[config.mk]
export PLATFORM = sky130hd
export DESIGN_NAME = vcxo_lock_monitor
export DESIGN_NICKNAME = d
export VERILOG_FILES = /design/src/rtl/vcxo_pkg.sv /design/src/rtl/vcxo_abs_sat.sv /design/src/rtl/vcxo_lock_monitor.sv
export SDC_FILE = /design/constraint.sdc
export NUM_CORES = 1
export LEC_CHECK = 0
export BUFFER_PORTS_ARGS = -buffer_cell sky130_fd_sc_hd__clkbuf_2
export CORE_UTILIZATION = 62
export CTS_BUF_LIST = sky130_fd_sc_hd__clkbuf_4 sky130_fd_sc_hd__clkbuf_8
export DETAILED_ROUTE_END_ITERATION = 16
export PLACE_DENSITY_LB_ADDON = 0.15
export REMOVE_ABC_BUFFERS = 1
export SLEW_MARGIN = 10
export SYNTH_ARGS = -nofsm -noshare
export SYNTH_HDL_FRONTEND = slang
export SYNTH_SLANG_ARGS = --single-unit
[constraint.sdc]
create_clock -name tcxo_clk_in -period 5.6 [get_ports tcxo_clk_in]
set_clock_uncertainty 0.15 [all_clocks]
set_input_delay 0.28 -clock tcxo_clk_in [delete_from_list [all_inputs] [get_ports tcxo_clk_in]]
set_output_delay 0.28 -clock tcxo_clk_in [all_outputs]
set_load 0.01 [all_outputs]
[src/rtl/vcxo_pkg.sv]
// Shared definitions for the VCXO discipline loop and its lock monitor.
package vcxo_pkg;

  // Width of frequency-error and PWM words throughout the VCXO path.
  localparam int ERR_W = 24;

  // Full-scale PWM word; equals the TCXO gate length in kHz.
  localparam int PWM_MAX = 49152;

  // Lock-state encoding as seen by the MCU on lock_state.
  typedef enum logic [1:0] {
    ST_SEARCH = 2'd0,
    ST_LOCKED = 2'd1,
    ST_SLIP   = 2'd2,
    ST_FAULT  = 2'd3
  } lock_state_t;

endpackage

[src/rtl/vcxo_abs_sat.sv]
// Signed-to-unsigned magnitude with saturation. The single value with no
// positive counterpart (most negative) maps to the largest positive value,
// so the result always fits in ERR_W-1 magnitude bits.
module vcxo_abs_sat
  import vcxo_pkg::*;
(
  input  logic signed [ERR_W-1:0] value,
  output logic        [ERR_W-1:0] magnitude
);

  localparam logic [ERR_W-1:0] MOST_NEG = {1'b1, {(ERR_W-1){1'b0}}};
  localparam logic [ERR_W-1:0] MOST_POS = {1'b0, {(ERR_W-1){1'b1}}};

  // Magnitude, clamping the most negative input.
  always_comb begin
    magnitude = $unsigned(value);
    if ($unsigned(value) == MOST_NEG) begin
      magnitude = MOST_POS;
    end else if (value[ERR_W-1]) begin
      magnitude = $unsigned(-value);
    end
  end

endmodule

[src/rtl/vcxo_lock_monitor.sv]
// Lock-quality monitor for the VCXO discipline loop.
// Qualifies lock with hysteresis, detects a tuning rail stuck at either end,
// and keeps MCU-readable statistics (lock-loss count, peak error).
//
// Interface: meas_valid is a one-cycle strobe with no back-pressure; every
// cycle with meas_valid=1 is one measurement (freq_error and pwm sampled in
// that cycle), back-to-back strobes included. All outputs are registered and
// reflect a measurement on the cycle after its strobe. clear_stats is an
// independent one-cycle pulse acting on the statistics only.
module vcxo_lock_monitor
  import vcxo_pkg::*;
#(
  parameter int LOCK_WINDOW   = 2,
  parameter int LOCK_COUNT    = 8,
  parameter int UNLOCK_WINDOW = 8,
  parameter int UNLOCK_COUNT  = 3,
  parameter int RAIL_MARGIN   = 256,
  parameter int FAULT_MEAS    = 64
) (
  input  logic                    tcxo_clk_in,
  input  logic                    rst_n_in,
  input  logic                    meas_valid,
  input  logic signed [ERR_W-1:0] freq_error,
  input  logic signed [ERR_W-1:0] pwm,
  input  logic                    clear_stats,
  output logic                    locked,
  output logic [1:0]              lock_state,
  output logic                    rail_fault,
  output logic [15:0]             lock_lost_count,
  output logic [ERR_W-1:0]        err_peak
);

  localparam int GOOD_W = $clog2(LOCK_COUNT + 1);
  localparam int BAD_W  = $clog2(UNLOCK_COUNT + 1);
  localparam int MEAS_W = $clog2(FAULT_MEAS + 1);

  localparam logic [ERR_W-1:0]        LOCK_WIN_U   = ERR_W'(LOCK_WINDOW);
  localparam logic [ERR_W-1:0]        UNLOCK_WIN_U = ERR_W'(UNLOCK_WINDOW);
  localparam logic signed [ERR_W-1:0] RAIL_LO      = ERR_W'(RAIL_MARGIN);
  localparam logic signed [ERR_W-1:0] RAIL_HI      = ERR_W'(PWM_MAX - RAIL_MARGIN);
  localparam logic [GOOD_W-1:0]       GOOD_TARGET  = GOOD_W'(LOCK_COUNT);
  localparam logic [BAD_W-1:0]        BAD_TARGET   = BAD_W'(UNLOCK_COUNT);
  localparam logic [MEAS_W-1:0]       MEAS_TARGET  = MEAS_W'(FAULT_MEAS);

  lock_state_t        state_q;
  logic               locked_q;
  logic               fault_q;
  logic [GOOD_W-1:0]  good_cnt_q;
  logic [BAD_W-1:0]   bad_cnt_q;
  logic [MEAS_W-1:0]  meas_cnt_q;
  logic [15:0]        lost_cnt_q;
  logic [ERR_W-1:0]   peak_q;

  logic [ERR_W-1:0]   abs_err;
  logic               is_good;
  logic               is_bad;
  logic               at_rail;
  logic [GOOD_W-1:0]  good_inc;
  logic [BAD_W-1:0]   bad_inc;
  logic [MEAS_W-1:0]  meas_inc;
  logic               lose_lock;

  vcxo_abs_sat u_abs (
    .value     (freq_error),
    .magnitude (abs_err)
  );

  // Per-measurement classification and candidate counter values.
  always_comb begin
    is_good   = (abs_err <= LOCK_WIN_U);
    is_bad    = (abs_err > UNLOCK_WIN_U);
    at_rail   = (pwm <= RAIL_LO) || (pwm >= RAIL_HI);
    good_inc  = is_good ? (good_cnt_q + 1'b1) : '0;
    meas_inc  = at_rail ? (meas_cnt_q + 1'b1) : '0;
    bad_inc   = bad_cnt_q + 1'b1;
    lose_lock = meas_valid && (state_q == ST_SLIP) && is_bad &&
                (bad_inc == BAD_TARGET);
  end

  // Lock FSM: acquisition, slip tolerance and rail-fault handling.
  always_ff @(posedge tcxo_clk_in or negedge rst_n_in) begin
    if (!rst_n_in) begin
      state_q    <= ST_SEARCH;
      locked_q   <= 1'b0;
      fault_q    <= 1'b0;
      good_cnt_q <= '0;
      bad_cnt_q  <= '0;
      meas_cnt_q <= '0;
    end else if (meas_valid) begin
      case (state_q)
        ST_SEARCH: begin
          good_cnt_q <= good_inc;
          meas_cnt_q <= meas_inc;
          // Qualifying lock wins over a simultaneous rail timeout.
          if (good_inc == GOOD_TARGET) begin
            state_q    <= ST_LOCKED;
            locked_q   <= 1'b1;
            good_cnt_q <= '0;
            meas_cnt_q <= '0;
          end else if (meas_inc == MEAS_TARGET) begin
            state_q    <= ST_FAULT;
            fault_q    <= 1'b1;
            good_cnt_q <= '0;
            meas_cnt_q <= '0;
          end
        end
        ST_LOCKED: begin
          if (is_bad) begin
            state_q   <= ST_SLIP;
            bad_cnt_q <= BAD_W'(1);
          end
        end
        ST_SLIP: begin
          if (is_bad) begin
            if (bad_inc == BAD_TARGET) begin
              state_q    <= ST_SEARCH;
              locked_q   <= 1'b0;
              bad_cnt_q  <= '0;
              good_cnt_q <= '0;
              meas_cnt_q <= '0;
            end else begin
              bad_cnt_q <= bad_inc;
            end
          end else begin
            state_q   <= ST_LOCKED;
            bad_cnt_q <= '0;
          end
        end
        ST_FAULT: begin
          if (!at_rail) begin
            state_q    <= ST_SEARCH;
            fault_q    <= 1'b0;
            locked_q   <= 1'b0;
            good_cnt_q <= '0;
            bad_cnt_q  <= '0;
            meas_cnt_q <= '0;
          end
        end
        default: begin
          state_q    <= ST_SEARCH;
          locked_q   <= 1'b0;
          fault_q    <= 1'b0;
          good_cnt_q <= '0;
          bad_cnt_q  <= '0;
          meas_cnt_q <= '0;
        end
      endcase
    end
  end

  // Statistics: clear_stats discards any same-cycle increment or peak update.
  always_ff @(posedge tcxo_clk_in or negedge rst_n_in) begin
    if (!rst_n_in) begin
      lost_cnt_q <= '0;
      peak_q     <= '0;
    end else if (clear_stats) begin
      lost_cnt_q <= '0;
      peak_q     <= '0;
    end else begin
      if (lose_lock && (lost_cnt_q != 16'hFFFF)) begin
        lost_cnt_q <= lost_cnt_q + 16'd1;
      end
      if (meas_valid && (abs_err > peak_q)) begin
        peak_q <= abs_err;
      end
    end
  end

  assign locked          = locked_q;
  assign lock_state      = state_q;
  assign rail_fault      = fault_q;
  assign lock_lost_count = lost_cnt_q;
  assign err_peak        = peak_q;

endmodule

==> metrics.log <==
INFO  metric ant_nets = 0
INFO  metric worst-endpoint-arrival = approximately 4.9 ns
INFO  metric fp-row-count = 31
INFO  metric critPathLaunchType = primary input
INFO  metric crit_required = between 5 and 6 ns
INFO  metric yosysUniqueCellTypes = between 60 and 70
INFO  metric htreeDepth = 3
INFO  metric final_net_count = between 700 and 800
INFO  metric groute.usage.overall = 0.304
INFO  metric routed_via_density = between 6 and 7
INFO  metric ios = 96
INFO  metric setup-violations-final = 0
INFO  metric drt_wl_total = between 10 and 15 mm
INFO  metric maxSlewViolCount = 0
INFO  metric final_critical_path_share_of_the_clock_period = 0.854
INFO  metric max_freq = around 210 MHz
INFO  metric cellInternalPower = between 0.9 and 1 mW
INFO  metric cell_count_after_synthesis = around 550
INFO  metric p_per_area = ~270 nW/um2
INFO  metric rsz0062_at_grt = false
INFO  metric post_synthesis_area_per_instance = ~8.4 um2
INFO  metric status = finished clean
INFO  metric critical_path.endpoint_type = flop
INFO  metric dr.pass1.iters = 4
INFO  metric max-clock-path-buffers = 2
INFO  metric setup.reg_to_reg.worst_slack = roughly 2.3 ns
INFO  metric ys_async_sr_fraction = 1.00
INFO  metric drive_gt1_frac = 0.215
INFO  metric worst_max_slew_pin_slew = 1.18 ns
INFO  metric grt_overflow = 0
INFO  metric reg2reg_from = err_peak[1]$_DFFE_PN0P_
INFO  metric cts_inserted_buffers = 9
INFO  metric hold_path_class = in -> reg
INFO  metric antenna_found_initial = 0
INFO  metric design.core.area = 7210 um2
INFO  metric die_w = around 90 um
INFO  metric port_buffers = 95
INFO  metric die_height = 88.2 um
INFO  metric comb_power_share = 0.349
INFO  metric postCtsResizedCells = 0
INFO  metric whs = between 0.1 and 0.15 ns
INFO  metric synth_warnings = 0
INFO  metric dr.first_iter.drc_count = between 200 and 250
INFO  metric max_vdd_drop = ~120 uV
INFO  metric max-slew-margin-rel = 0.212
INFO  metric num_antenna_cells = 0
INFO  metric hold_path_startpoint = meas_valid
INFO  metric remaining_drc_errors = 0
INFO  metric grt_pass1_wl = roughly 18 mm
INFO  metric switching_share = 0.364
INFO  metric avgRoutedWirePerCell = about 16 um
INFO  metric syn_area = roughly 4600 um2
INFO  metric ys_seq_elements = 57
INFO  metric clock_tree.root_cell = sky130_fd_sc_hd__clkbuf_8
INFO  metric max_cap_violations = 0
INFO  metric final_hpwl_dp = roughly 8.6 mm
INFO  metric cts_setup_buffers = 0
INFO  metric clk_pin_slew_worst_paths = 0.08 ns
INFO  metric clock_tree_from_tritoncts = built
INFO  metric grt_start_max_net_pins = between 50 and 60
INFO  metric power.switching = ~0.53 mW
INFO  metric via_count_of_the_first_global_routing_pass = ~4100
INFO  metric ys.flop_type = sky130_fd_sc_hd__dfrtp_1
INFO  metric finalHoldViolCount = 0
INFO  metric power.share.sequential = 0.347
INFO  metric worst_skew_pair.late_latency = about 0.34 ns
INFO  metric synth-edff-count = 0
INFO  metric power_leakage = 2.44 nW
INFO  metric hold-path-endpoint = locked$_DFFE_PN0P_
INFO  metric critical_path_peak_fanout = 39
INFO  metric r2r-end = err_peak[11]$_DFFE_PN0P_
INFO  metric worstRegToRegCells = 10
INFO  metric p_clk_frac = 0.304
INFO  metric cts.sink_count = 57
INFO  metric worstSetupPathType = in -> reg
INFO  metric vias = approximately 4400
INFO  metric design.die.area = roughly 7800 um2
INFO  metric post_layout_min_period = 4.78 ns
INFO  metric layout-area-overhead-vs-synth = 15.8%
INFO  metric holdPathStages = 3
INFO  metric gp_routability_congestion = about 0.9
INFO  metric fin_setup_tns = 0 ns
INFO  metric synth_sequential_area_ratio = 0.310
INFO  metric initial_core_util = 0.638
INFO  metric nFillCells = 588
INFO  metric finalCoreUtilization = 0.739
==> layer usage <==
metal / up-vias / GRT usage / share of wire
met5: - / 0 / 0
met4: 0 / 0.145 / 0.029
met3: 29 / 0.0603 / 0.042
met2: 136 / 0.513 / 0.49
met1: 2089 / 0.372 / 0.43
li1: 2147 / - / -
==> metrics by stage <==
stage          worst slack, ns  std cells  power, mW  instance area (um2)
3_3_place_gp             0.770        714      0.999                 5090
6_report                 0.816        731       1.46                 5330
5_1_grt                  0.691        731       1.56                 5330
4_1_cts                  0.970        731       1.47                 5330
3_5_place_dp             0.634        714       1.02                 5090
2_1_floorplan            0.300        518      0.856                 4460
==> state kept, by name (all words and copies together) (netlist names) <==
name / cells
bad_cnt_q: 2
err_peak: 24
good_cnt_q: 4
lock_lost_count: 16
lock_state: 2
locked: 1
meas_cnt_q: 7
rail_fault: 1
==> cells by family (layout without fill, tap and decap cells) <==
family | count (synthesis) | after routing | synth area share
DFF | 57 | 57 | 0.310
xor gates and xnor gates | 34 | 34 | 0.0647
AOI/OAI and AO/OA | 110 | 110 | 0.173
and+or+nand+nor | 228 | 228 | 0.261
buffers and inverters | 67 | 152 | 0.0612
adders and majority gates | 33 | 33 | 0.0897
muxes | 18 | 18 | 0.0402
==> final cells by class <==
cell class                      instances  area (um2)  share of cell area
Clock inverter                          7         103              0.0192
Sequential cell                        57        1430               0.268
Tap cell                               99         124              0.0232
Multi-Input combinational cell        423        2910               0.546
Clock buffer                            9         124              0.0232
Timing Repair Buffer                   98         500              0.0939
Inverter                               38         143              0.0268
==> power groups by stage <==
stage | logic [mW] | registers [mW] | clock network, mW
floorplan | 0.337 | 0.519 | 0
global placement | 0.489 | 0.510 | 0
detailed placement | 0.506 | 0.515 | 0
CTS | 0.511 | 0.507 | 0.455
global route | 0.574 | 0.515 | 0.475
finish | 0.511 | 0.507 | 0.445
==> cells in the final DEF, fill, tap and decap left out, types with 4 or more instances in the layout <==
cell type                  count
sky130_fd_sc_hd__o21ai_0      17
sky130_fd_sc_hd__xor2_1       13
sky130_fd_sc_hd__nand2_1      45
sky130_fd_sc_hd__a31oi_1       5
sky130_fd_sc_hd__mux2i_1      14
sky130_fd_sc_hd__inv_1        38
sky130_fd_sc_hd__nor3_1       20
sky130_fd_sc_hd__nand2b_1      4
sky130_fd_sc_hd__xnor2_1      21
sky130_fd_sc_hd__nand4_1       9
sky130_fd_sc_hd__nor2_1       57
sky130_fd_sc_hd__o21ai_1       4
sky130_fd_sc_hd__or4_1         6
sky130_fd_sc_hd__dfrtp_1      57
sky130_fd_sc_hd__nor2b_1       5
sky130_fd_sc_hd__nor4_1       17
sky130_fd_sc_hd__and3_1       10
sky130_fd_sc_hd__a21oi_1      20
sky130_fd_sc_hd__mux2_2        4
sky130_fd_sc_hd__o31ai_1       5
sky130_fd_sc_hd__nand3_1      19
sky130_fd_sc_hd__a311oi_1     12
sky130_fd_sc_hd__clkbuf_8      9
sky130_fd_sc_hd__ha_1         33
sky130_fd_sc_hd__or2_2         4
sky130_fd_sc_hd__nor3b_1       7
sky130_fd_sc_hd__clkbuf_2     95
sky130_fd_sc_hd__a21o_1       10
sky130_fd_sc_hd__a211oi_1      4
==> what timing repair did <==
| action | CTS | global route |
|---|---|---|
| setup endpoints to repair | 0 | 0 |
| hold endpoints to repair | 57 | 0 |
| hold buffers | 1 | 0 |
==> Yosys cell counts, drive strengths merged, types with 10 or more instances <==
library cell  count  area [um2]
a21oi            20         100
a311oi           12         105
buf              10        67.6
inv              38         143
nand2            46         175
xnor2            21         184
clkbuf           19        71.3
a21o             10        75.1
o21ai            21         105
xor2             13         114
dfrtp            57        1430
ha               33         413
nor2             57         214
and3             10        62.6
nor4             18         128
nor3             20         100
nand3            19        95.1
mux2i            14         140
==> worst max-delay path by stage <==
stage,from,end,slack (ns),cells past startpoint
after floorplan,freq_error[7],err_peak[13]$_DFFE_PN0P_,0.30,14
after global placement,freq_error[7],err_peak[1]$_DFFE_PN0P_,0.77,14
after detailed placement,freq_error[7],err_peak[11]$_DFFE_PN0P_,0.63,14
after CTS,freq_error[7],err_peak[12]$_DFFE_PN0P_,0.97,14
after global routing,freq_error[0],err_peak[11]$_DFFE_PN0P_,0.69,16
final,freq_error[0],err_peak[12]$_DFFE_PN0P_,0.82,16
==> critical path, cell delays in order <==
cell and delay, ns:
sky130_fd_sc_hd__clkbuf_2 0.16, sky130_fd_sc_hd__inv_1 0.08, sky130_fd_sc_hd__ha_1 0.18, sky130_fd_sc_hd__or3b_2 0.59, sky130_fd_sc_hd__nor4_4 0.43, sky130_fd_sc_hd__nand2_1 0.38, sky130_fd_sc_hd__buf_4 0.33, sky130_fd_sc_hd__nand2_1 0.08
sky130_fd_sc_hd__ha_1 0.14, sky130_fd_sc_hd__and3_1 0.17, sky130_fd_sc_hd__nand4_1 0.19, sky130_fd_sc_hd__a21oi_1 0.28, sky130_fd_sc_hd__o41ai_1 0.17, sky130_fd_sc_hd__a31oi_4 0.97, sky130_fd_sc_hd__nor2_1 0.11, sky130_fd_sc_hd__a311oi_1 0.32
Note: power is estimated with default switching activity, not from simulation.
